[src/rtl/Definitions.sv]
// Core-wide widths shared by the processor and its surrounding control blocks.
package Definitions;

  // Width of the core's program counter / jump-target path.
  localparam int pgmCtrW = 8;

endpackage

[src/rtl/launcher_pkg.sv]
// Types and constants for the program launcher: FSM state encoding and the
// per-program start-address table.
package launcher_pkg;

  import Definitions::*;

  typedef enum logic [2:0] {
    IDLE,
    INIT,
    LOAD,
    RUN,
    RETIRE
  } launch_state_t;

  // Capacity of the start-address table; NUM_PGMS must not exceed it.
  localparam int MAX_PGMS   = 8;
  localparam int BASE_IDX_W = $clog2(MAX_PGMS);

  // Start address of each program in instruction memory.
  localparam logic [pgmCtrW-1:0] PGM_BASE [MAX_PGMS] = '{
    pgmCtrW'('h10), pgmCtrW'('h3C), pgmCtrW'('h7A), pgmCtrW'('h95),
    pgmCtrW'('hA8), pgmCtrW'('hC3), pgmCtrW'('hD6), pgmCtrW'('hF0)
  };

  // Table lookup with an index already sized to the table.
  function automatic logic [pgmCtrW-1:0] pgm_base(input logic [BASE_IDX_W-1:0] idx);
    return PGM_BASE[idx];
  endfunction

endpackage

[src/rtl/cyc_counter.sv]
// Per-program execution-cycle counter: synchronous clear, enable, saturating
// count. With LAUNCH_TIMEOUT_EN defined it also flags when the count reaches
// the watchdog limit.
module cyc_counter #(
  parameter int CYC_W = 16
`ifdef LAUNCH_TIMEOUT_EN
  , parameter int unsigned TIMEOUT = 16'hFFFF
`endif
) (
  input  logic             clk,
  input  logic             rst_n,
  input  logic             clr_i,
  input  logic             en_i,
  output logic [CYC_W-1:0] count_nxt_o
`ifdef LAUNCH_TIMEOUT_EN
  , output logic           hit_o
`endif
);

  logic [CYC_W-1:0] count_q;

  // Value the counter takes if this cycle is counted; sticks at all-ones.
  assign count_nxt_o = (count_q == '1) ? count_q : count_q + 1'b1;

`ifdef LAUNCH_TIMEOUT_EN
  localparam logic [CYC_W-1:0] LIMIT = CYC_W'(TIMEOUT);
  // Watchdog fires in the cycle whose count would reach the limit.
  assign hit_o = en_i && (count_nxt_o == LIMIT);
`endif

  // Count register: clear wins over enable.
  always_ff @(posedge clk or negedge rst_n) begin
    if (!rst_n) begin
      count_q <= '0;
    end else if (clr_i) begin
      count_q <= '0;
    end else if (en_i) begin
      count_q <= count_nxt_o;
    end
  end

endmodule

[src/rtl/prog_launcher.sv]
// Run controller: sequences NUM_PGMS programs through the core's init/bgn/jmp
// controls, measures each program's cycle count and reports completion.
// Optional watchdog enabled by defining LAUNCH_TIMEOUT_EN.
module prog_launcher
  import Definitions::*;
  import launcher_pkg::*;
#(
  parameter  int          NUM_PGMS = 3,
  parameter  int          INIT_CYC = 2,
  parameter  int          CYC_W    = 16,
  parameter  int unsigned TIMEOUT  = 16'hFFFF,
  localparam int          IDX_W    = (NUM_PGMS > 1) ? $clog2(NUM_PGMS) : 1
) (
  input  logic               clk,
  input  logic               init_n,
  input  logic               start,
  input  logic               core_ack,
  output logic               core_init,
  output logic               core_bgn,
  output logic               core_jmp,
  output logic [pgmCtrW-1:0] start_pc,
  output logic [IDX_W-1:0]   pgm_idx,
  output logic               pgm_done,
  output logic [CYC_W-1:0]   cycles,
  output logic               run_done,
  output logic               timed_out
);

  localparam int                INIT_W    = (INIT_CYC > 1) ? $clog2(INIT_CYC) : 1;
  localparam logic [INIT_W-1:0] INIT_LAST = INIT_W'(INIT_CYC - 1);
  localparam logic [IDX_W-1:0]  LAST_IDX  = IDX_W'(NUM_PGMS - 1);

  // Reject configurations the address table or timing cannot support.
  if (NUM_PGMS < 1 || NUM_PGMS > MAX_PGMS) begin : g_bad_num_pgms
    $error("prog_launcher: NUM_PGMS out of range");
  end
  if (INIT_CYC < 1) begin : g_bad_init_cyc
    $error("prog_launcher: INIT_CYC must be at least 1");
  end
  if (TIMEOUT == 0) begin : g_bad_timeout
    $error("prog_launcher: TIMEOUT must be at least 1");
  end

  launch_state_t      state_q, state_d;
  logic [INIT_W-1:0]  init_cnt_q, init_cnt_d;
  logic [IDX_W-1:0]   pgm_idx_q, pgm_idx_d;
  logic [pgmCtrW-1:0] start_pc_q, start_pc_d;
  logic [CYC_W-1:0]   cycles_q, cycles_d;
  logic               run_done_q, run_done_d;
  logic [CYC_W-1:0]   cnt_nxt;
  logic               cnt_clr, cnt_en;
  logic               timeout_hit;
  logic               run_end;

  cyc_counter #(
    .CYC_W       (CYC_W)
`ifdef LAUNCH_TIMEOUT_EN
    , .TIMEOUT   (TIMEOUT)
`endif
  ) u_cyc_counter (
    .clk         (clk),
    .rst_n       (init_n),
    .clr_i       (cnt_clr),
    .en_i        (cnt_en),
    .count_nxt_o (cnt_nxt)
`ifdef LAUNCH_TIMEOUT_EN
    , .hit_o     (timeout_hit)
`endif
  );

`ifndef LAUNCH_TIMEOUT_EN
  assign timeout_hit = 1'b0;
`endif

  // A program ends on the core's acknowledge or, if enabled, the watchdog.
  assign run_end = core_ack || timeout_hit;

  // State register.
  // NOTE: clocked state uses non-blocking (<=) so every register samples the
  // pre-edge values; blocking here would create order-dependent simulation.
  always_ff @(posedge clk or negedge init_n) begin
    if (!init_n) state_q <= IDLE;
    else         state_q <= state_d;
  end

  // Next-state logic.
  // NOTE: every combinational output gets a default first so no path leaves
  // it unassigned, which would otherwise infer a latch.
  always_comb begin
    state_d = state_q;
    unique case (state_q)
      IDLE:    if (start) state_d = INIT;
      INIT:    if (init_cnt_q == INIT_LAST) state_d = LOAD;
      LOAD:    state_d = RUN;
      RUN:     if (run_end) state_d = RETIRE;
      RETIRE:  state_d = (pgm_idx_q == LAST_IDX) ? IDLE : INIT;
      default: state_d = IDLE;
    endcase
  end

  // Moore outputs decoded from the current state.
  always_comb begin
    core_init = (state_q == INIT);
    core_jmp  = (state_q == LOAD);
    core_bgn  = (state_q != LOAD) && (state_q != RUN);
    pgm_done  = (state_q == RETIRE);
    cnt_clr   = (state_q == LOAD);
    cnt_en    = (state_q == RUN);
  end

  // Datapath next-state: init timer, program index, start address, results.
  // Results are captured on the RUN->RETIRE edge so they are visible together
  // with the pgm_done pulse.
  always_comb begin
    init_cnt_d = '0;
    pgm_idx_d  = pgm_idx_q;
    start_pc_d = start_pc_q;
    cycles_d   = cycles_q;
    run_done_d = run_done_q;
    if (state_q == INIT && init_cnt_q != INIT_LAST) init_cnt_d = init_cnt_q + 1'b1;
    unique case (state_q)
      IDLE: begin
        if (start) begin
          pgm_idx_d  = '0;
          run_done_d = 1'b0;
        end
      end
      INIT: begin
        if (init_cnt_q == INIT_LAST) start_pc_d = pgm_base(BASE_IDX_W'(pgm_idx_q));
      end
      RUN: begin
        if (run_end) begin
          cycles_d = cnt_nxt;
          if (pgm_idx_q == LAST_IDX) run_done_d = 1'b1;
        end
      end
      RETIRE: begin
        if (pgm_idx_q != LAST_IDX) pgm_idx_d = pgm_idx_q + 1'b1;
      end
      default: ;
    endcase
  end

  // Datapath registers.
  always_ff @(posedge clk or negedge init_n) begin
    if (!init_n) begin
      init_cnt_q <= '0;
      pgm_idx_q  <= '0;
      start_pc_q <= '0;
      cycles_q   <= '0;
      run_done_q <= 1'b0;
    end else begin
      init_cnt_q <= init_cnt_d;
      pgm_idx_q  <= pgm_idx_d;
      start_pc_q <= start_pc_d;
      cycles_q   <= cycles_d;
      run_done_q <= run_done_d;
    end
  end

`ifdef LAUNCH_TIMEOUT_EN
  logic timed_out_q;

  // Sticky watchdog flag, cleared only by a new start.
  always_ff @(posedge clk or negedge init_n) begin
    if (!init_n)                        timed_out_q <= 1'b0;
    else if (state_q == IDLE && start)  timed_out_q <= 1'b0;
    else if (state_q == RUN && timeout_hit) timed_out_q <= 1'b1;
  end

  assign timed_out = timed_out_q;
`else
  assign timed_out = 1'b0;
`endif

  assign start_pc = start_pc_q;
  assign pgm_idx  = pgm_idx_q;
  assign cycles   = cycles_q;
  assign run_done = run_done_q;

endmodule

[config.mk]
export PLATFORM = sky130hd
export DESIGN_NAME = prog_launcher
export DESIGN_NICKNAME = d
export VERILOG_FILES = /design/src/rtl/Definitions.sv /design/src/rtl/launcher_pkg.sv /design/src/rtl/cyc_counter.sv /design/src/rtl/prog_launcher.sv
export SDC_FILE = /design/constraint.sdc
export NUM_CORES = 1
export LEC_CHECK = 0
export ABC_AREA = 1
export CORE_MARGIN = 3
export CORE_UTILIZATION = 35
export DETAILED_ROUTE_END_ITERATION = 7
export DONT_BUFFER_PORTS = 1
export GPL_TIMING_DRIVEN = 0
export PLACE_DENSITY_LB_ADDON = 0.3
export SETUP_SLACK_MARGIN = 0.02
export SLEW_MARGIN = 0
export SYNTH_ARGS = -nofsm -noshare
export SYNTH_HDL_FRONTEND = slang
export SYNTH_SLANG_ARGS = --single-unit
[constraint.sdc]
create_clock -name clk -period 1.76 [get_ports clk]
set_input_delay 0.088 -clock clk [delete_from_list [all_inputs] [get_ports clk]]
set_output_delay 0.088 -clock clk [all_outputs]
set_load 0.01 [all_outputs]
# After elaboration in Yosys (flattened, before gate mapping)
# Memory sizes are Yosys's and may differ from the RTL's. A register that Yosys moved wholly into a read port is not among the register bits.
# Index checks and enable logic that the tools add are counted.
[classes]
addsub = 3
n_eq_ne = 14
n_mux = 16
bitwise = 2
reduce_logical = 12
[ops]
columns = ["cell", "count"]
rows = [
  ["$mux 16", 3],
  ["$add 16x1->16 const B", 1],
  ["$eq 16x16->1 const B", 1],
  ["$pmux 3 s5", 1],
  ["$mux 3", 3],
  ["$eq 3x2->1 const B", 2],
  ["$ne 2x1->1 const B", 3],
  ["$ne 2x2->1 const B", 3],
  ["$ne 3x2->1 const B", 2],
  ["$reduce_and 3->1", 2],
  ["$reduce_bool 2->1", 3],
  ["$mux 1", 5],
  ["$mux 2", 2],
  ["$not 2->4", 1],
  ["$pmux 2 s2", 1],
  ["$reduce_and 2->1", 2],
  ["$reduce_and 4->1", 1],
  ["$eq 3x1->1 const B", 1],
  ["$eq 3x3->1 const B", 1],
  ["$logic_not 3->1", 1],
  ["$add 2x1->2 const B", 1],
  ["$eq 2x2->1 const B", 1],
  ["$logic_and 1x1->1", 2],
  ["$pmux 1 s2", 1],
  ["3 further kinds", 3],
]
[word_totals]
ff_bits = 39
romBits = 64
inputBits = 4
out_inout_bits = 32
word_cells = 54
mem_count = 1
[mem_list]
columns = ["memory", "depth", "word_bits", "read_ports", "rd_clocked_by_memory_dff", "wr", "line_no", "text"]
rows = [
  ["(no name shown)", 8, 8, 1, 1, 0, "launcher_pkg.sv:27", "return PGM_BASE[idx];"],
]

# Logic depth before layout (Yosys ltp)
# Gate-level depths: netlist of run 1.
[logic_depth]
depth_word = 4
ltp_mapped = 11
ltp_nobuf = 10

# Cells and area by module
# From an unflattened synthesis of run 1, not the netlist that was laid out.
[unflattened]
hier_cells = 320
hier_area_um2 = 2444.8
[by_module_without_submodules]
columns = ["mod", "instances", "cells_per_inst", "area_per_inst_um2", "seq_area_each_um2"]
rows = [
  ["cyc_counter", 1, 178, 1228.7, 400.4],
  ["prog_launcher", 1, 142, 1216.2, 700.7],
]

# Worst setup path after synthesis of run 1
# Ideal clock, no wire load.
[synth_path]
path_type = "reg2reg"
startpoint = "register u_cyc_counter.count_q[0]"
endpoint = "register u_cyc_counter.count_q[1]"
setup_ns = 0.116
t_arrival_ns = 1.399
required_ns = 1.644
setup_slack_ns = 0.245
path_stages_with_launch = 12
path_buffers = 1
period_less_slack_ns = 1.515
path_cell_list = "dfrtp_1 > ha_1 > inv_1 > nor2_4 > nand2_4 > nor2_8 > inv_4 > buf_6 > nand2_2 > nand2_2 > nand2_1 > nand2_1"
[synth_via]
elab_chain_len = 4
elab_cells_between_ends = 5
classes_between = "1 x add/sub; 1 x eq/ne; 3 x mux"
[synth_rtl]
columns = ["item", "line_no", "text"]
rows = [
  ["from (decl)", "cyc_counter.sv:20", "logic [CYC_W-1:0] count_q;"],
  ["from (signal assigned)", "cyc_counter.sv:38", "count_q <= count_nxt_o;"],
  ["$add 16x1->16 or $eq 16x16->1 (tied branches)", "cyc_counter.sv:23", "assign count_nxt_o = (count_q == '1) ? count_q : count_q + 1'b1;"],
  ["$mux 16 *", "cyc_counter.sv:23", ""],
  ["$mux 16 *", "cyc_counter.sv:37", "end else if (en_i) begin"],
  ["$mux 16 *", "cyc_counter.sv:35", "end else if (clr_i) begin"],
]
# Mark *: on every way between the ends. The rest lies on a longest branch, timed or not. The select of a mux whose other input is x is not followed.
# A chain may end at the register's enable or synchronous reset.

# Worst setup path after layout of run 1
[layout_path]
startpoint = "register u_cyc_counter.count_q[1]"
endpoint = "register cycles_q[1], in the netlist cycles[1]"
[layout_via]
elab_chain_len = 2
elab_cells_between_ends = 3
classes_between = "1 x add/sub; 1 x eq/ne; 1 x mux"
[layout_rtl]
columns = ["item", "line_no", "text"]
rows = [
  ["$add 16x1->16 or $eq 16x16->1 (tied branches)", "cyc_counter.sv:23", ""],
  ["$mux 16 *", "cyc_counter.sv:23", ""],
  ["to (signal assigned)", "prog_launcher.sv:156", "cycles_q <= cycles_d;"],
  ["to (decl)", "prog_launcher.sv:48", "logic [CYC_W-1:0] cycles_q, cycles_d;"],
]
# Mark *: on every way between the ends. The rest lies on a longest branch, timed or not.

==> impl_metrics.ini, run 1 <==
[clocking]
cts_buffers = 5
cts_tree = built
clk_pin_slew_worst_paths_ns = 0.09
clockBufferDepth = 2
htreeDepth = 2
clock_sinks = 44
cts_root_buffer = clkbuf_8
clk-insertion-delay-late_ns = 0.29

[sta]
clock.fmax_mhz = 628
drv_slew = 0
rsz0062_at_grt = no
period_share = 0.904
whs_ns = 0.0244
tns_ns = 0
fin_ws_ns = 0.169
worstMarginPinSlew_ns = 0.591
setup_viol_count_final = 0
finalWorstPathRequiredPeriod_ns = 1.59
max-slew-margin-rel = 0.606
finalClockSkew_ns = 0.00836
hold_violations = 0

[worst_setup_path]
cp_cell_sequence = ha_4 > inv_1 > nor2_4 > nand2_4 > nor2_8 > inv_4 > buf_6 > nand2_2 > nand2_2 > nand2_1 > nand2_1
path_class = reg2reg
worstSetupStartpointType = flip-flop
cp.required_ns = 1.95
cp_max_fo = 10
end_kind = flip-flop
crit_path_max_incr_delay_ns = 0.46
arrival_ns = 1.78
critPathSlowestCell = dfrtp_1

[final_layout]
post-route-util = 0.431
final_design_area_no_fill_um2 = 2640
n_antenna_cell = 0
drive_gt1_frac = 0.144
instances_no_fill = 388
fin_nets = 320
layout_common_cells = 123 x nand2_1, 44 x dfrtp_1, 28 x inv_1
syn2layout_area_growth_pct = 14.7
final_common_cell = nand2_1

[route]
routed-via-count = 1825
drt_iter0_drc = 80
routed_wl_um = 4890
viasPerCell = 4.70
detail_route.wl_per_cell_um = 12.6
drt-pass1-iter-count = 4
final_antenna_net_count = 0
drcViolationCount = 0

[power]
p_leak_nw = 1.45
p_total_mw = 3.05
cellPowerDensity_nw_per_um2 = 1160
peakVddDrop_v = 0.000802

[global_route]
antenna_found_initial = 0
grt_pass1_wl_um = 8540
grt_max_degree = 45
grt_util_all_layers = 0.142
grt_pass1_vias = 1758
gr-total-overflow = 0

[placement]
dp_worst_setup_slack_ns = 0.0610
io_buffers = 0
gp_congestion = 0.881
place_area_um2 = 2400
post-place-cells = 372
hpwl_um = 3460

[floorplan]
dieArea_um2 = 7590
die_y_um = 87.1
core_um2 = 6130
rows = 28
start_util = 0.376
die_width_um = 87.1
num_io_pins = 36

[flow_run]
cap_violations = 0

[yosys]
yosysSeqAreaShare = 0.478
ys.warnings.count = 0
syn_avg_cell_area_um2 = 7.76
netlist_instances = 297
synthesis.nets = 304
yosysUniqueCellTypes = 28
ys_ff_latch = 44
synth_area_um2 = 2300

[min_path]
hold_path_class = in2reg

[run_status]
status = finished, final reports clean
flip-flops by register name (all words and copies together), names as in the netlist:
register	cells
cycles	16
init_cnt_q	1
pgm_idx	2
run_done	1
start_pc	5
state_q	3
u_cyc_counter.count_q	16
cell usage after synthesis, drive strengths merged:
| cell | number | area share |
|---|---|---|
| conb | 1 | 0.0016 |
| dfrtp | 44 | 0.48 |
| a31oi | 1 | 0.0027 |
| buf | 7 | 0.024 |
| inv | 31 | 0.052 |
| nand3 | 22 | 0.063 |
| nor2 | 26 | 0.055 |
| or2 | 2 | 0.0054 |
| o21bai | 4 | 0.013 |
| ha | 3 | 0.016 |
| nand3b | 1 | 0.0033 |
| nand4 | 4 | 0.011 |
| o21ai | 14 | 0.030 |
| mux2 | 1 | 0.0049 |
| clkbuf | 3 | 0.0049 |
| o31ai | 1 | 0.0033 |
| xor2 | 4 | 0.015 |
| nand2 | 128 | 0.22 |
per-layer routing:
| metal | routed length (µm) | global-route usage | vias to the layer above |
|---|---|---|---|
| li1 | - | - | 947 |
| met1 | 2420 | 0.194 | 830 |
| met2 | 2090 | 0.218 | 42 |
| met3 | 321 | 0.0397 | 6 |
| met4 | 61 | 0.0460 | 0 |
| met5 | 0 | 0 | - |
worst max-delay path: cells and delay by family, from the launching register on:
family                   cells  cell delay [ns]
AND/OR/NAND/NOR              7             0.58
flip-flops                   1             0.46
buffers and inverters        3             0.25
adder cells (fa/ha/maj)      1             0.18
timing repair:
action / CTS / global route
buffers inserted: 0 / 5
endpoints found under the setup margin: 0 / 24
endpoints found under the hold margin: 46 / 0
gates resized for setup: 0 / 6
hold buffers: 4 / 0
report_power, final:
group          internal [mW]  leakage [nW]  switching (mW)  total (mW)
logic                  0.294         0.792           0.518       0.812
registers               1.16         0.596           0.184        1.35
clock network          0.559        0.0642           0.337       0.896
total                   2.02          1.45            1.04        3.05
final timing paths:
| kind | from | endpoint | slack [ns] | cells after the start |
|---|---|---|---|---|
| hold reg to reg | init_cnt_q | init_cnt_q | 0.45 | 1 |
| max in group asynchronous | init_n | u_cyc_counter.count_q[10] | 1.25 | 2 |
| setup reg to reg | u_cyc_counter.count_q[1] | cycles[1] | 0.17 | 11 |
| setup / recovery | u_cyc_counter.count_q[1] | cycles[1] | 0.17 | 11 |
| hold / removal | start | run_done | 0.02 | 3 |
| min in group asynchronous | init_n | start_pc[2] | 0.29 | 2 |
kinds of logic (layout without fill, tap and decap cells):
kind of cell    count (synthesis)  after routing  share of synthesized area
buf+inv                        41             57                     0.0809
flops                          44             44                      0.478
xor+xnor                        4              4                     0.0152
other cells                     1              1                    0.00163
compound gates                 20             20                     0.0494
fa+ha+maj                       3              3                     0.0163
mux                             1              1                    0.00489
simple gates                  183            183                      0.354
layout make-up:
class,count,area [µm²]
flip-flops and latches,44,1100
clock buffers,5,68.8
multi-input cells,212,1040
well taps,75,93.8
fillers,598,3490
clock inverters,2,60.1
inverters,31,119
repair buffers,9,95.1
plain buffers,10,68.8
No activity file was read; power rests on OpenSTA's default activity.
==> inputs of run 2 (changes only) <==
--- a/config.mk
+++ b/config.mk
@@ -11,7 +11,7 @@
 export DETAILED_ROUTE_END_ITERATION = 7
 export DONT_BUFFER_PORTS = 1
 export GPL_TIMING_DRIVEN = 0
-export PLACE_DENSITY_LB_ADDON = 0.3
+export PLACE_DENSITY = 0.57
 export SETUP_SLACK_MARGIN = 0.02
 export SLEW_MARGIN = 0
 export SYNTH_ARGS = -nofsm -noshare
==> run 2 against run 1 <==
  * Sequential power hardly changed
  * Clock power decreased by 7.8%
  * Power decreased by 3.5%
  * Largest cell class unchanged
==> impl_metrics.ini, run 2 (synthesis gave the netlist of run 1 again) <==
[global_route]
antenna_found_initial = 0
gr-total-overflow = 0
grt_pass1_vias = 1755
grt_max_degree = 45
grt_util_all_layers = 0.141
grt_pass1_wl_um = 8450

[clocking]
clockBufferDepth = 2
clock_sinks = 44
cts_root_buffer = clkbuf_8
clk_pin_slew_worst_paths_ns = 0.09
cts_buffers = 5
clk-insertion-delay-late_ns = 0.30
cts_tree = built
htreeDepth = 2

[final_layout]
instances_no_fill = 386
fin_nets = 317
final_common_cell = nand2_1
drive_gt1_frac = 0.135
post-route-util = 0.426
syn2layout_area_growth_pct = 13.3
nFillCells = 610
n_antenna_cell = 0
layout_common_cells = 123 x nand2_1, 44 x dfrtp_1, 28 x inv_1

[power]
p_total_mw = 2.95
p_leak_nw = 1.43
cellPowerDensity_nw_per_um2 = 1130
peakVddDrop_v = 0.000665

[sta]
finalWorstPathRequiredPeriod_ns = 1.59
rsz0062_at_grt = no
period_share = 0.902
worstMarginPinSlew_ns = 0.554
clock.fmax_mhz = 630
max-slew-margin-rel = 0.631
hold_violations = 0
drv_slew = 0
tns_ns = 0
setup_viol_count_final = 0
finalClockSkew_ns = 0.00304
fin_ws_ns = 0.173

[placement]
dp_worst_setup_slack_ns = 0.0453
post-place-cells = 372
gp_congestion = 0.870
hpwl_um = 3560
io_buffers = 0

[route]
final_antenna_net_count = 0
routed-via-count = 1793
viasPerCell = 4.65
detail_route.wl_per_cell_um = 12.7
drcViolationCount = 0
drt_iter0_drc = 83
drt-pass1-iter-count = 4
routed_wl_um = 4900

[floorplan]
core_um2 = 6130
start_util = 0.376
die_width_um = 87.1
num_io_pins = 36
die_y_um = 87.1
dieArea_um2 = 7590
rows = 28

[worst_setup_path]
cp_cell_sequence = ha_4 > inv_1 > nor2_4 > nand2_4 > nor2_8 > inv_4 > buf_6 > nand2_2 > nand2_2 > nand2_1 > nand2_1
arrival_ns = 1.78
path_class = reg2reg
critPathSlowestCell = dfrtp_1
path_delay_family = simple AND/OR/NAND/NOR gates
end_kind = flip-flop
cp_max_fo = 10
worstSetupStartpointType = flip-flop
crit_path_max_incr_delay_ns = 0.46
cp.required_ns = 1.96
path_buf_inv = 3
rrSetupSlack_ns = 0.17

[flow_run]
cap_violations = 0

[min_path]
hold_path_class = in2reg

[run_status]
status = finished, final reports clean
## run 2: cell types whose count changed in the layout (fill, tap and decap cells not counted)
cell	before	now
buf_4	11	8
bufinv_16	2	1
clkbuf_8	5	6
clkinv_4	0	1
nor2_1	21	22
nor2_2	2	1
## run 2: path summary, 6_finish.rpt
| kind | startpoint | endpoint | cells past startpoint |
|---|---|---|---|
| worst min-delay path | start | run_done | 3 |
| max in group asynchronous | init_n | u_cyc_counter.count_q[9] | 2 |
| worst max register to register | u_cyc_counter.count_q[0] | cycles[1] | 11 |
| worst max-delay path | u_cyc_counter.count_q[0] | cycles[1] | 11 |
| min in group asynchronous | init_n | start_pc[0] | 2 |
| worst min register to register | init_cnt_q | init_cnt_q | 1 |
## run 2: power breakdown
part           switching [mW]  internal [mW]
Sequential              0.179           1.16
Combinational           0.513          0.266
Clock                   0.362          0.464
Total                    1.05           1.89
## run 2: timing repair
action                                  in CTS  in global routing
hold buffers                                 4                  0
setup buffers                                0                  2
endpoints found under the setup margin       0                 23
resized for setup                            0                  5
endpoints found under the hold margin       46                  0
## run 2: metal layers
layer	routed length, µm	track usage	vias to the layer above
met1	2390	0.192	806
met4	37	0.0418	0
met5	0	0	-
met3	382	0.0397	4
li1	-	-	941
met2	2090	0.219	42
## run 2: final cells by class
type | instances | area, µm² | area share
flip-flops and latches | 44 | 1100 | 0.422
multi-input cells | 212 | 1030 | 0.396
inverters | 31 | 119 | 0.0455
well taps | 75 | 93.8 | 0.0360
clock buffers | 6 | 82.6 | 0.0316
repair buffers | 6 | 72.6 | 0.0278
plain buffers | 10 | 68.8 | 0.0264
clock inverters | 2 | 38.8 | 0.0149
## run 2: metrics by stage
step	area (µm²)	hold WS, ns
after global placement	2400	-0.207
final	2610	0.0273
after global routing	2610	0.0570
after floorplan	2300	-0.208
after detailed placement	2400	-0.207
after CTS	2580	0.0157
## run 2: worst register-to-register path, delay by kind of cell (launching register included)
| family | cells | cell delay (ns) |
|---|---|---|
| and+or+nand+nor | 7 | 0.59 |
| adders and majority gates | 1 | 0.18 |
| DFF | 1 | 0.46 |
| buffers and inverters | 3 | 0.26 |
==> inputs of run 3 (changes only) <==
--- a/config.mk
+++ b/config.mk
@@ -6,7 +6,7 @@
 export NUM_CORES = 1
 export LEC_CHECK = 0
 export ABC_AREA = 1
-export CORE_MARGIN = 3
+export CORE_ASPECT_RATIO = 2
 export CORE_UTILIZATION = 35
 export DETAILED_ROUTE_END_ITERATION = 7
 export DONT_BUFFER_PORTS = 1
==> run 3 against run 2 <==
  * Combinational power up 8.2%
  * Cell area grew 1.5%
  * Largest cell class unchanged
  * Core utilization is 0.59 points lower
  * Sequential power is essentially flat
  * Global-route usage rose by 3.8 points
  * Sequential share of layout area decreased by 0.62 points
==> impl_metrics.ini, run 3 (synthesis gave the netlist of run 1 again) <==
[run_status]
status = finished, final reports clean

[sta]
clock.fmax_mhz = 609
finalWorstPathRequiredPeriod_ns = 1.64
rsz0062_at_grt = yes
max-slew-margin-rel = 0.625
drv_slew = 0
period_share = 0.933
setup_viol_count_final = 0
fin_ws_ns = 0.118
tns_ns = 0
whs_ns = 0.0384
worstMarginPinSlew_ns = 0.562
hold_violations = 0
finalClockSkew_ns = 0.00469

[floorplan]
num_io_pins = 36
dieArea_um2 = 6930
start_util = 0.365
die_width_um = 59.4
die_y_um = 117
core_um2 = 6310
rows = 41

[global_route]
grt_pass1_vias = 2030
antenna_found_initial = 0
grt_max_degree = 45
grt_pass1_wl_um = 9120
gr-total-overflow = 0
grt_util_all_layers = 0.179

[final_layout]
final_design_area_no_fill_um2 = 2650
final_common_cell = nand2_1
layout_common_cells = 123 x nand2_1, 44 x dfrtp_1, 28 x inv_1
post-route-util = 0.420
drive_gt1_frac = 0.144
syn2layout_area_growth_pct = 15.0
nFillCells = 652
multiInputGateArea_um2 = 1030
fin_nets = 318
register_area_um2 = 1100
n_antenna_cell = 0
instances_no_fill = 398

[route]
maxUsedRoutingLayer = met4
wl_met2_um = 2980
met3_length_um = 208
routed-via-count = 1886
viasPerCell = 4.74
drcViolationCount = 0
final_antenna_net_count = 0
wl_met1_um = 1940
drt_iter0_drc = 31
routed_wl_um = 5360
drt-pass1-iter-count = 4
detail_route.wl_per_cell_um = 13.5

[clocking]
clk-insertion-delay-late_ns = 0.29
cts_tree = built
clock_sinks = 44
cts_root_buffer = clkbuf_16
htreeDepth = 2
cts_buffers = 5
clk_pin_slew_worst_paths_ns = 0.06
clockBufferDepth = 2

[power]
cellPowerDensity_nw_per_um2 = 1170
p_leak_nw = 1.45
peakVddDrop_v = 0.000369
p_total_mw = 3.11

[worst_setup_path]
cp.required_ns = 1.94
rrSetupSlack_ns = 0.12
cp_max_fo = 10
end_kind = flip-flop
worstSetupStartpointType = flip-flop
rr_worst_depth = 11
path_class = reg2reg
arrival_ns = 1.82

[placement]
gp_congestion = 0.850
hpwl_um = 3810
io_buffers = 0
dp_worst_setup_slack_ns = 0.0304
post-place-cells = 383
place_area_um2 = 2410

[min_path]
hold_path_class = in2reg
hold_depth = 4

[flow_run]
cap_violations = 0
-- run 3: cell count changes in the layout (fill, tap and decap cells not counted), moves of 2 or more --
cell	change
clkbuf_16	+5
buf_4	+2
clkinv_2	+2
clkbuf_8	-5
-- run 3: power breakdown --
part           total (mW)  switching [mW]  internal (mW)
registers            1.33           0.164           1.16
logic               0.843           0.554          0.289
clock network       0.936           0.376          0.559
-- run 3: what timing repair did --
action,CTS,global route
hold buffers,3,0
setup buffers,0,4
cloned,0,0
gates resized for setup,2,2
pin swaps,0,1
hold endpoints to repair,45,0
setup endpoints to repair,5,22
-- run 3: worst paths after layout --
check / start / to
setup / recovery: u_cyc_counter.count_q[0] / u_cyc_counter.count_q[1]
hold / removal: start / state_q[0]
setup reg to reg: u_cyc_counter.count_q[0] / u_cyc_counter.count_q[1]
hold reg to reg: init_cnt_q / init_cnt_q
max in group asynchronous: init_n / start_pc[0]
min in group asynchronous: init_n / state_q[2]
-- run 3: cell type report --
type                            count  area share
Multi-Input combinational cell    212       0.387
Inverter                           31      0.0449
Buffer                             10      0.0260
Timing Repair Buffer                7      0.0293
Sequential cell                    44       0.416
Clock inverter                      2     0.00378
Clock buffer                        6      0.0524
Tap cell                           86      0.0406
-- run 3: worst max-delay path: stages, from the launching register on --
cell     delay, ns
dfrtp_1       0.40
ha_2          0.23
inv_1         0.10
nor2_4        0.16
nand2_4       0.09
nor2_8        0.16
inv_4         0.04
buf_6         0.15
nand2_2       0.06
nand2_2       0.05
nand2_1       0.05
nand2_1       0.05
-- run 3: per-layer routing --
layer,vias up,GRT usage
met1,877,0.161
met2,49,0.339
met5,-,0
met3,17,0.0421
met4,0,0.114
li1,943,-
